`src/rtl/control_macros.sv`:
```
`ifndef CONTROL_MACROS_SV
`define CONTROL_MACROS_SV
// Load/store width codes shared by the memory-stage control path.
`define WIDTH_8S  3'b000
`define WIDTH_16S 3'b001
`define WIDTH_32  3'b010
`define WIDTH_8U  3'b100
`define WIDTH_16U 3'b101
`endif

```
`src/rtl/store_align_pkg.sv`:
```
`default_nettype none
`ifndef CONTROL_MACROS_SV
`include "control_macros.sv"
`endif
// ============================================================================
// Module  : store_align_pkg
// Purpose : Shared types and width-code constants for the store aligner.
// Revision: 1.0  initial release
// ============================================================================
package store_align_pkg;

  typedef enum logic [1:0] {
    IDLE   = 2'd0,
    FIRST  = 2'd1,
    SECOND = 2'd2
  } store_state_t;

  // Typed aliases of the control-path width macros.
  localparam logic [2:0] C_WIDTH_32  = `WIDTH_32;
  localparam logic [2:0] C_WIDTH_16S = `WIDTH_16S;
  localparam logic [2:0] C_WIDTH_16U = `WIDTH_16U;
  localparam logic [2:0] C_WIDTH_8S  = `WIDTH_8S;
  localparam logic [2:0] C_WIDTH_8U  = `WIDTH_8U;

endpackage
`default_nettype wire

```
`src/rtl/store_lane_shift.sv`:
```
`default_nettype none
// ============================================================================
// Module  : store_lane_shift
// Purpose : Combinational byte-lane positioning of store data across a
//           two-word window, with byte-enable generation.
// Revision: 1.0  initial release
// ============================================================================
module store_lane_shift
  import store_align_pkg::*;
(
  input  logic [2:0]  i_width,
  input  logic [1:0]  i_off,
  input  logic [31:0] i_wdata,
  output logic [63:0] o_data,
  output logic [7:0]  o_be,
  output logic        o_valid
);

  logic [3:0] w_mask;

  // Width decode to a lane mask; signed/unsigned variants are identical on stores.
  always_comb begin
    w_mask  = 4'b0000;
    o_valid = 1'b1;
    case (i_width)
      C_WIDTH_32:              w_mask = 4'b1111;
      C_WIDTH_16S, C_WIDTH_16U: w_mask = 4'b0011;
      C_WIDTH_8S,  C_WIDTH_8U:  w_mask = 4'b0001;
      default:                 o_valid = 1'b0;
    endcase
  end

  // Shift data and enables into lane position; upper halves spill into the next word.
  always_comb begin
    o_data = {32'b0, i_wdata} << {i_off, 3'b000};
    o_be   = {4'b0, w_mask} << i_off;
  end

endmodule
`default_nettype wire

```
`src/rtl/store_align.sv`:
```
`default_nettype none
// ============================================================================
// Module  : store_align
// Purpose : Store-path aligner. Positions store data into byte lanes, builds
//           byte enables and splits word-crossing stores into two beats.
// Revision: 1.0  initial release
// ============================================================================
module store_align
  import store_align_pkg::*;
(
  input  logic        clk_i,
  input  logic        rst_n_i,
  input  logic        req_valid_i,
  output logic        req_ready_o,
  input  logic [31:0] addr_i,
  input  logic [31:0] wdata_i,
  input  logic [2:0]  width_src_i,
  output logic        mem_valid_o,
  input  logic        mem_ready_i,
  output logic [31:0] mem_addr_o,
  output logic [31:0] mem_wdata_o,
  output logic [3:0]  mem_be_o,
  output logic        done_o,
  output logic        err_o
);

  store_state_t r_state, w_state_nxt;

  logic        r_req_ready, w_req_ready_nxt;
  logic        r_mem_valid, w_mem_valid_nxt;
  logic [31:0] r_mem_addr,  w_mem_addr_nxt;
  logic [31:0] r_mem_wdata, w_mem_wdata_nxt;
  logic [3:0]  r_mem_be,    w_mem_be_nxt;
  logic [31:0] r_hi_data,   w_hi_data_nxt;
  logic [3:0]  r_hi_be,     w_hi_be_nxt;
  logic        r_done,      w_done_nxt;
  logic        r_err,       w_err_nxt;

  logic [63:0] w_sh_data;
  logic [7:0]  w_sh_be;
  logic        w_sh_valid;
  logic        w_accept;

  store_lane_shift u_shift (
    .i_width (width_src_i),
    .i_off   (addr_i[1:0]),
    .i_wdata (wdata_i),
    .o_data  (w_sh_data),
    .o_be    (w_sh_be),
    .o_valid (w_sh_valid)
  );

  // Ready is low for the first cycle after reset, so this also gates acceptance then.
  assign w_accept = req_valid_i && r_req_ready;

  // Next-state and next-output decode; every output is produced from a register.
  always_comb begin
    w_state_nxt     = r_state;
    w_mem_valid_nxt = r_mem_valid;
    w_mem_addr_nxt  = r_mem_addr;
    w_mem_wdata_nxt = r_mem_wdata;
    w_mem_be_nxt    = r_mem_be;
    w_hi_data_nxt   = r_hi_data;
    w_hi_be_nxt     = r_hi_be;
    w_done_nxt      = 1'b0;
    w_err_nxt       = 1'b0;
    case (r_state)
      IDLE: begin
        if (w_accept) begin
          if (w_sh_valid) begin
            w_state_nxt     = FIRST;
            w_mem_valid_nxt = 1'b1;
            w_mem_addr_nxt  = {addr_i[31:2], 2'b00};
            w_mem_wdata_nxt = w_sh_data[31:0];
            w_mem_be_nxt    = w_sh_be[3:0];
            w_hi_data_nxt   = w_sh_data[63:32];
            w_hi_be_nxt     = w_sh_be[7:4];
          end else begin
            w_err_nxt = 1'b1;
          end
        end
      end
      FIRST: begin
        if (mem_ready_i) begin
          if (r_hi_be != 4'b0000) begin
            w_state_nxt     = SECOND;
            w_mem_addr_nxt  = r_mem_addr + 32'd4;
            w_mem_wdata_nxt = r_hi_data;
            w_mem_be_nxt    = r_hi_be;
          end else begin
            w_state_nxt     = IDLE;
            w_mem_valid_nxt = 1'b0;
            w_mem_addr_nxt  = 32'b0;
            w_mem_wdata_nxt = 32'b0;
            w_mem_be_nxt    = 4'b0;
            w_done_nxt      = 1'b1;
          end
        end
      end
      SECOND: begin
        if (mem_ready_i) begin
          w_state_nxt     = IDLE;
          w_mem_valid_nxt = 1'b0;
          w_mem_addr_nxt  = 32'b0;
          w_mem_wdata_nxt = 32'b0;
          w_mem_be_nxt    = 4'b0;
          w_done_nxt      = 1'b1;
        end
      end
      default: begin
        w_state_nxt     = IDLE;
        w_mem_valid_nxt = 1'b0;
      end
    endcase
    w_req_ready_nxt = (w_state_nxt == IDLE);
  end

  // State and output registers; reset abandons any store in flight.
  always_ff @(posedge clk_i or negedge rst_n_i) begin
    if (!rst_n_i) begin
      r_state     <= IDLE;
      r_req_ready <= 1'b0;
      r_mem_valid <= 1'b0;
      r_mem_addr  <= 32'b0;
      r_mem_wdata <= 32'b0;
      r_mem_be    <= 4'b0;
      r_hi_data   <= 32'b0;
      r_hi_be     <= 4'b0;
      r_done      <= 1'b0;
      r_err       <= 1'b0;
    end else begin
      r_state     <= w_state_nxt;
      r_req_ready <= w_req_ready_nxt;
      r_mem_valid <= w_mem_valid_nxt;
      r_mem_addr  <= w_mem_addr_nxt;
      r_mem_wdata <= w_mem_wdata_nxt;
      r_mem_be    <= w_mem_be_nxt;
      r_hi_data   <= w_hi_data_nxt;
      r_hi_be     <= w_hi_be_nxt;
      r_done      <= w_done_nxt;
      r_err       <= w_err_nxt;
    end
  end

  assign req_ready_o = r_req_ready;
  assign mem_valid_o = r_mem_valid;
  assign mem_addr_o  = r_mem_addr;
  assign mem_wdata_o = r_mem_wdata;
  assign mem_be_o    = r_mem_be;
  assign done_o      = r_done;
  assign err_o       = r_err;

endmodule
`default_nettype wire

```
`config.mk`:
```
export PLATFORM = sky130hd
export DESIGN_NAME = store_align
export DESIGN_NICKNAME = d
export VERILOG_FILES = /design/src/rtl/store_align_pkg.sv /design/src/rtl/store_lane_shift.sv /design/src/rtl/store_align.sv
export VERILOG_INCLUDE_DIRS = /design/src /design/src/rtl
export SDC_FILE = /design/constraint.sdc
export NUM_CORES = 1
export LEC_CHECK = 0
export BUFFER_PORTS_ARGS = -buffer_cell sky130_fd_sc_hd__buf_2
export CAP_MARGIN = 25
export CORE_UTILIZATION = 40
export CTS_CLUSTER_SIZE = 8
export DETAILED_ROUTE_END_ITERATION = 7
export HOLD_SLACK_MARGIN = 0.1
export PLACE_DENSITY = 0.73
export RECOVER_POWER = 50
export SYNTH_ARGS = -nofsm -noshare
export SYNTH_HDL_FRONTEND = slang
export SYNTH_SLANG_ARGS = --single-unit
```
`constraint.sdc`:
```
create_clock -name clk_i -period 4.9 [get_ports clk_i]
set_input_delay 0 -clock clk_i [delete_from_list [all_inputs] [get_ports clk_i]]
set_output_delay 0 -clock clk_i [all_outputs]
set_load 0.03 [all_outputs]
```
==> impl_results.md <==
* Status: complete, but fails checks
* Failing checks: capacitance limit, slew limit
* Worst R2R Start: r_state[0]
* Reg-to-Reg End: mem_addr_o[15]
* Wire per inst at 17.14 um
* Post-synth ARST share at 100.0%
* Port bufs at 140
* Clock Sinks at 99
* Initial antenna violation count at 0
* Area Growth Syn to Fin at 28.91%
* Worst Skew at 9.729 ps
* Clock root cell: clkbuf_16
* Post_cts resized at 0
* Tot Pwr at 4.354 mW
* Most common cell in the netlist: nand2_1
* Synth area leaders: dfrtp_1 45%, o21ai_0 8.9%, nand2_1 7.0%, a22oi_1 5.4%, mux2_2 4.9%
* Post-Syn Instances at 642
* Final std cells w/o fill at 991
* # fillers at 1258
* Pin count of the biggest net entering global routing at 114
* CP Launch Type: input pin
* Slew margin rel. at -72.20%
* Crit path capture type: async pin
* PD cells at 609.7 mW/mm^2
* Die Ht at 119.7 um
* Starting Density at 41.34%
* Share of the synthesized area in the top cell type at 44.72%
* Register area share after synthesis at 44.72%
* Initial DRT Pass Iterations at 5
* Final setup violating endpoints at 0
* ANT cells at 0
* Max FO, Critical Path at 54
* GR Util All Layers at 23.90%
* RSZ-0062 raised after global routing: false
* First-pass GRT wire length at 26990 um
* Die area at 0.01433 mm^2
* Via/cell ratio at 5.731
* CTS tree: yes
* Core footprint at 0.01340 mm^2
* Hold Path Class: input pin to flop
* Peak supply drop at 314.4 uV
* Max frequency at 357.2 MHz
* Global placement routability congestion at 0.8570
* Row Count at 42
* Ys Warns at 0
* Final hold slack at 107.3 ps
* Footprint of the multi-input gates at 0.002794 mm^2
* Grt ovf at 0
* Worst Reg-to-Reg Cells at 7
* Worst-margin pin slew at 2583 ps
* Crit path kind: input pin to async pin
* Critical path endpoint: r_hi_data[8]
* 1st-iter DRT viols at 582
* Setup TNS at 0 ps
* CP required at 5320 ps
* Skew-Pair Late Insertion Delay at 350 ps
* Placed cells at 914
* Avg Inst Size Synth at 8.630 um^2
* Htree depth at 3
* Max Root-Sink Buffers at 2
* Pins over their slew limit at 47
* Vias in the first global route at 5335
* Die width at 119.7 um
* Register Area at 0.002477 mm^2
* Clock-pin slew on the worst setup and hold paths at 60 ps
* # nets final at 886
* Final Hold Fails at 0
* Yosys top cell by area: dfrtp_1
* Post-synth EDFFs at 0
* Commonest cells in the synthesized netlist: 103 x nand2_1, 99 x dfrtp_1, 98 x o21ai_0, 54 x nor2_1, 44 x clkbuf_1
* Antenna-violating nets left at 0
* WP data arrival at 3220 ps
* Final HPWL from detailed placement at 10880 um
* Total leakage power at 3.032 nW
* Count of cell types in the netlist at 55
* CP Launch Point: rst_n_i
* Post-Route WL at 16990 um
* Via count at 5679
* Total CTS buffers at 9
* Final min period at 2800 ps
* # IOs at 143
* Prevailing post-synth register cell: dfrtp_1
* Synthesized flop and latch total at 99
* Area of the mapped netlist at 0.005540 mm^2
* Final period utilization at 57.14%
* Reg2reg setup slack at 2150 ps
* Share of cells above drive strength 1 at 15.21%
* Drc violations at 0
* Maxcap violations at 1
[worst max-delay path, cell delays in order]
cell and delay (ps):
dlygate4sd3_1 520, clkbuf_1 1820, buf_4 810
[sequential cells by signal, indices dropped and copies added (netlist names)]
name and cells:
r_hi_data 24, r_hi_be 3, mem_wdata_o 32, mem_valid_o 1, done_o 1, req_ready_o 1
mem_addr_o 30, err_o 1, mem_be_o 4, r_state 2
[cells in the final DEF (no fill, tap or decap), drive strengths merged, types with 3 or more instances in the layout]
| master | count |
|---|---|
| clkbuf | 83 |
| inv | 16 |
| ha | 5 |
| mux2i | 8 |
| a32oi | 6 |
| nand4 | 7 |
| a22o | 6 |
| nor2 | 54 |
| o2bb2ai | 8 |
| a31oi | 6 |
| o21ai | 99 |
| nor3 | 12 |
| buf | 77 |
| a221oi | 3 |
| dfrtp | 99 |
| nor4 | 10 |
| clkinv | 3 |
| a22oi | 40 |
| nand2 | 103 |
| nand2b | 3 |
| nor2b | 3 |
| and2 | 3 |
| and3 | 3 |
| a21oi | 17 |
| nand3 | 12 |
| dlygate4sd3 | 60 |
| o41ai | 9 |
| mux2 | 24 |
| o32ai | 4 |
| o22ai | 3 |
[kinds of logic (layout without fill, tap and decap cells)]
kind of cell	Yosys count	count (layout)	synth area share, %
AO/OA/AOI/OAI	213	213	24.46
adder cells (fa/ha/maj)	5	5	1.129
buffers and inverters	69	241	4.968
flip-flops	99	99	44.72
multiplexers	32	32	6.323
other	1	2	0.06769
AND/OR/NAND/NOR	223	223	18.34
[final cells by class]
class	count	share of cell area [%]
multi-input cells	475	39.12
flip-flops and latches	99	34.69
repair buffers	208	18.27
clock buffers	12	3.591
well taps	176	3.083
inverters	17	0.8935
clock inverters	4	0.3504
[how the worst min path moves through the flow]
| stage | startpoint | slack [ps] | end | cells past startpoint |
|---|---|---|---|---|
| 3_3_place_gp | rst_n_i | 60 | mem_addr_o[2] | 1 |
| 6_report | wdata_i[11] | 110 | r_hi_data[3] | 4 |
| 4_1_cts | wdata_i[10] | 110 | r_hi_data[2] | 4 |
| 2_1_floorplan | rst_n_i | -300 | done_o | 0 |
| 5_1_grt | width_src_i[2] | 140 | r_hi_be[1] | 3 |
| 3_5_place_dp | rst_n_i | 60 | mem_addr_o[2] | 1 |
[where the power goes]
group / total (mW) / switching (mW) / internal (mW)
clock: 0.689 / 0.318 / 0.371
sequential: 1.50 / 0.326 / 1.18
combinational: 2.16 / 1.50 / 0.664
total: 4.35 / 2.14 / 2.21
[what timing repair did]
action | CTS | global route
buffers inserted | 0 | 0
hold endpoints to repair | 108 | 0
hold buffers | 60 | 0
[metal layers]
metal / vias to the layer above / track usage, % / share of wire (%) / routed length, um
met2: 271 / 38.33 / 48 / 8080
met1: 2704 / 31.66 / 43 / 7312
met3: 44 / 4.515 / 6.4 / 1090
met4: 0 / 9.844 / 3.0 / 505
met5: - / 0 / 0 / 0
li1: 2660 / - / - / -
[per-stage QoR]
step	utilization [%]	setup WS (ps)	cell area (um^2)
3_5_place_dp	47.19	2131	6324
6_report	53.30	2100	7142
5_1_grt	53.30	1479	7142
4_1_cts	53.77	2132	7206
2_1_floorplan	-	2687	5544
3_3_place_gp	47.19	2228	6324
Power figures use the tool's default switching activity.
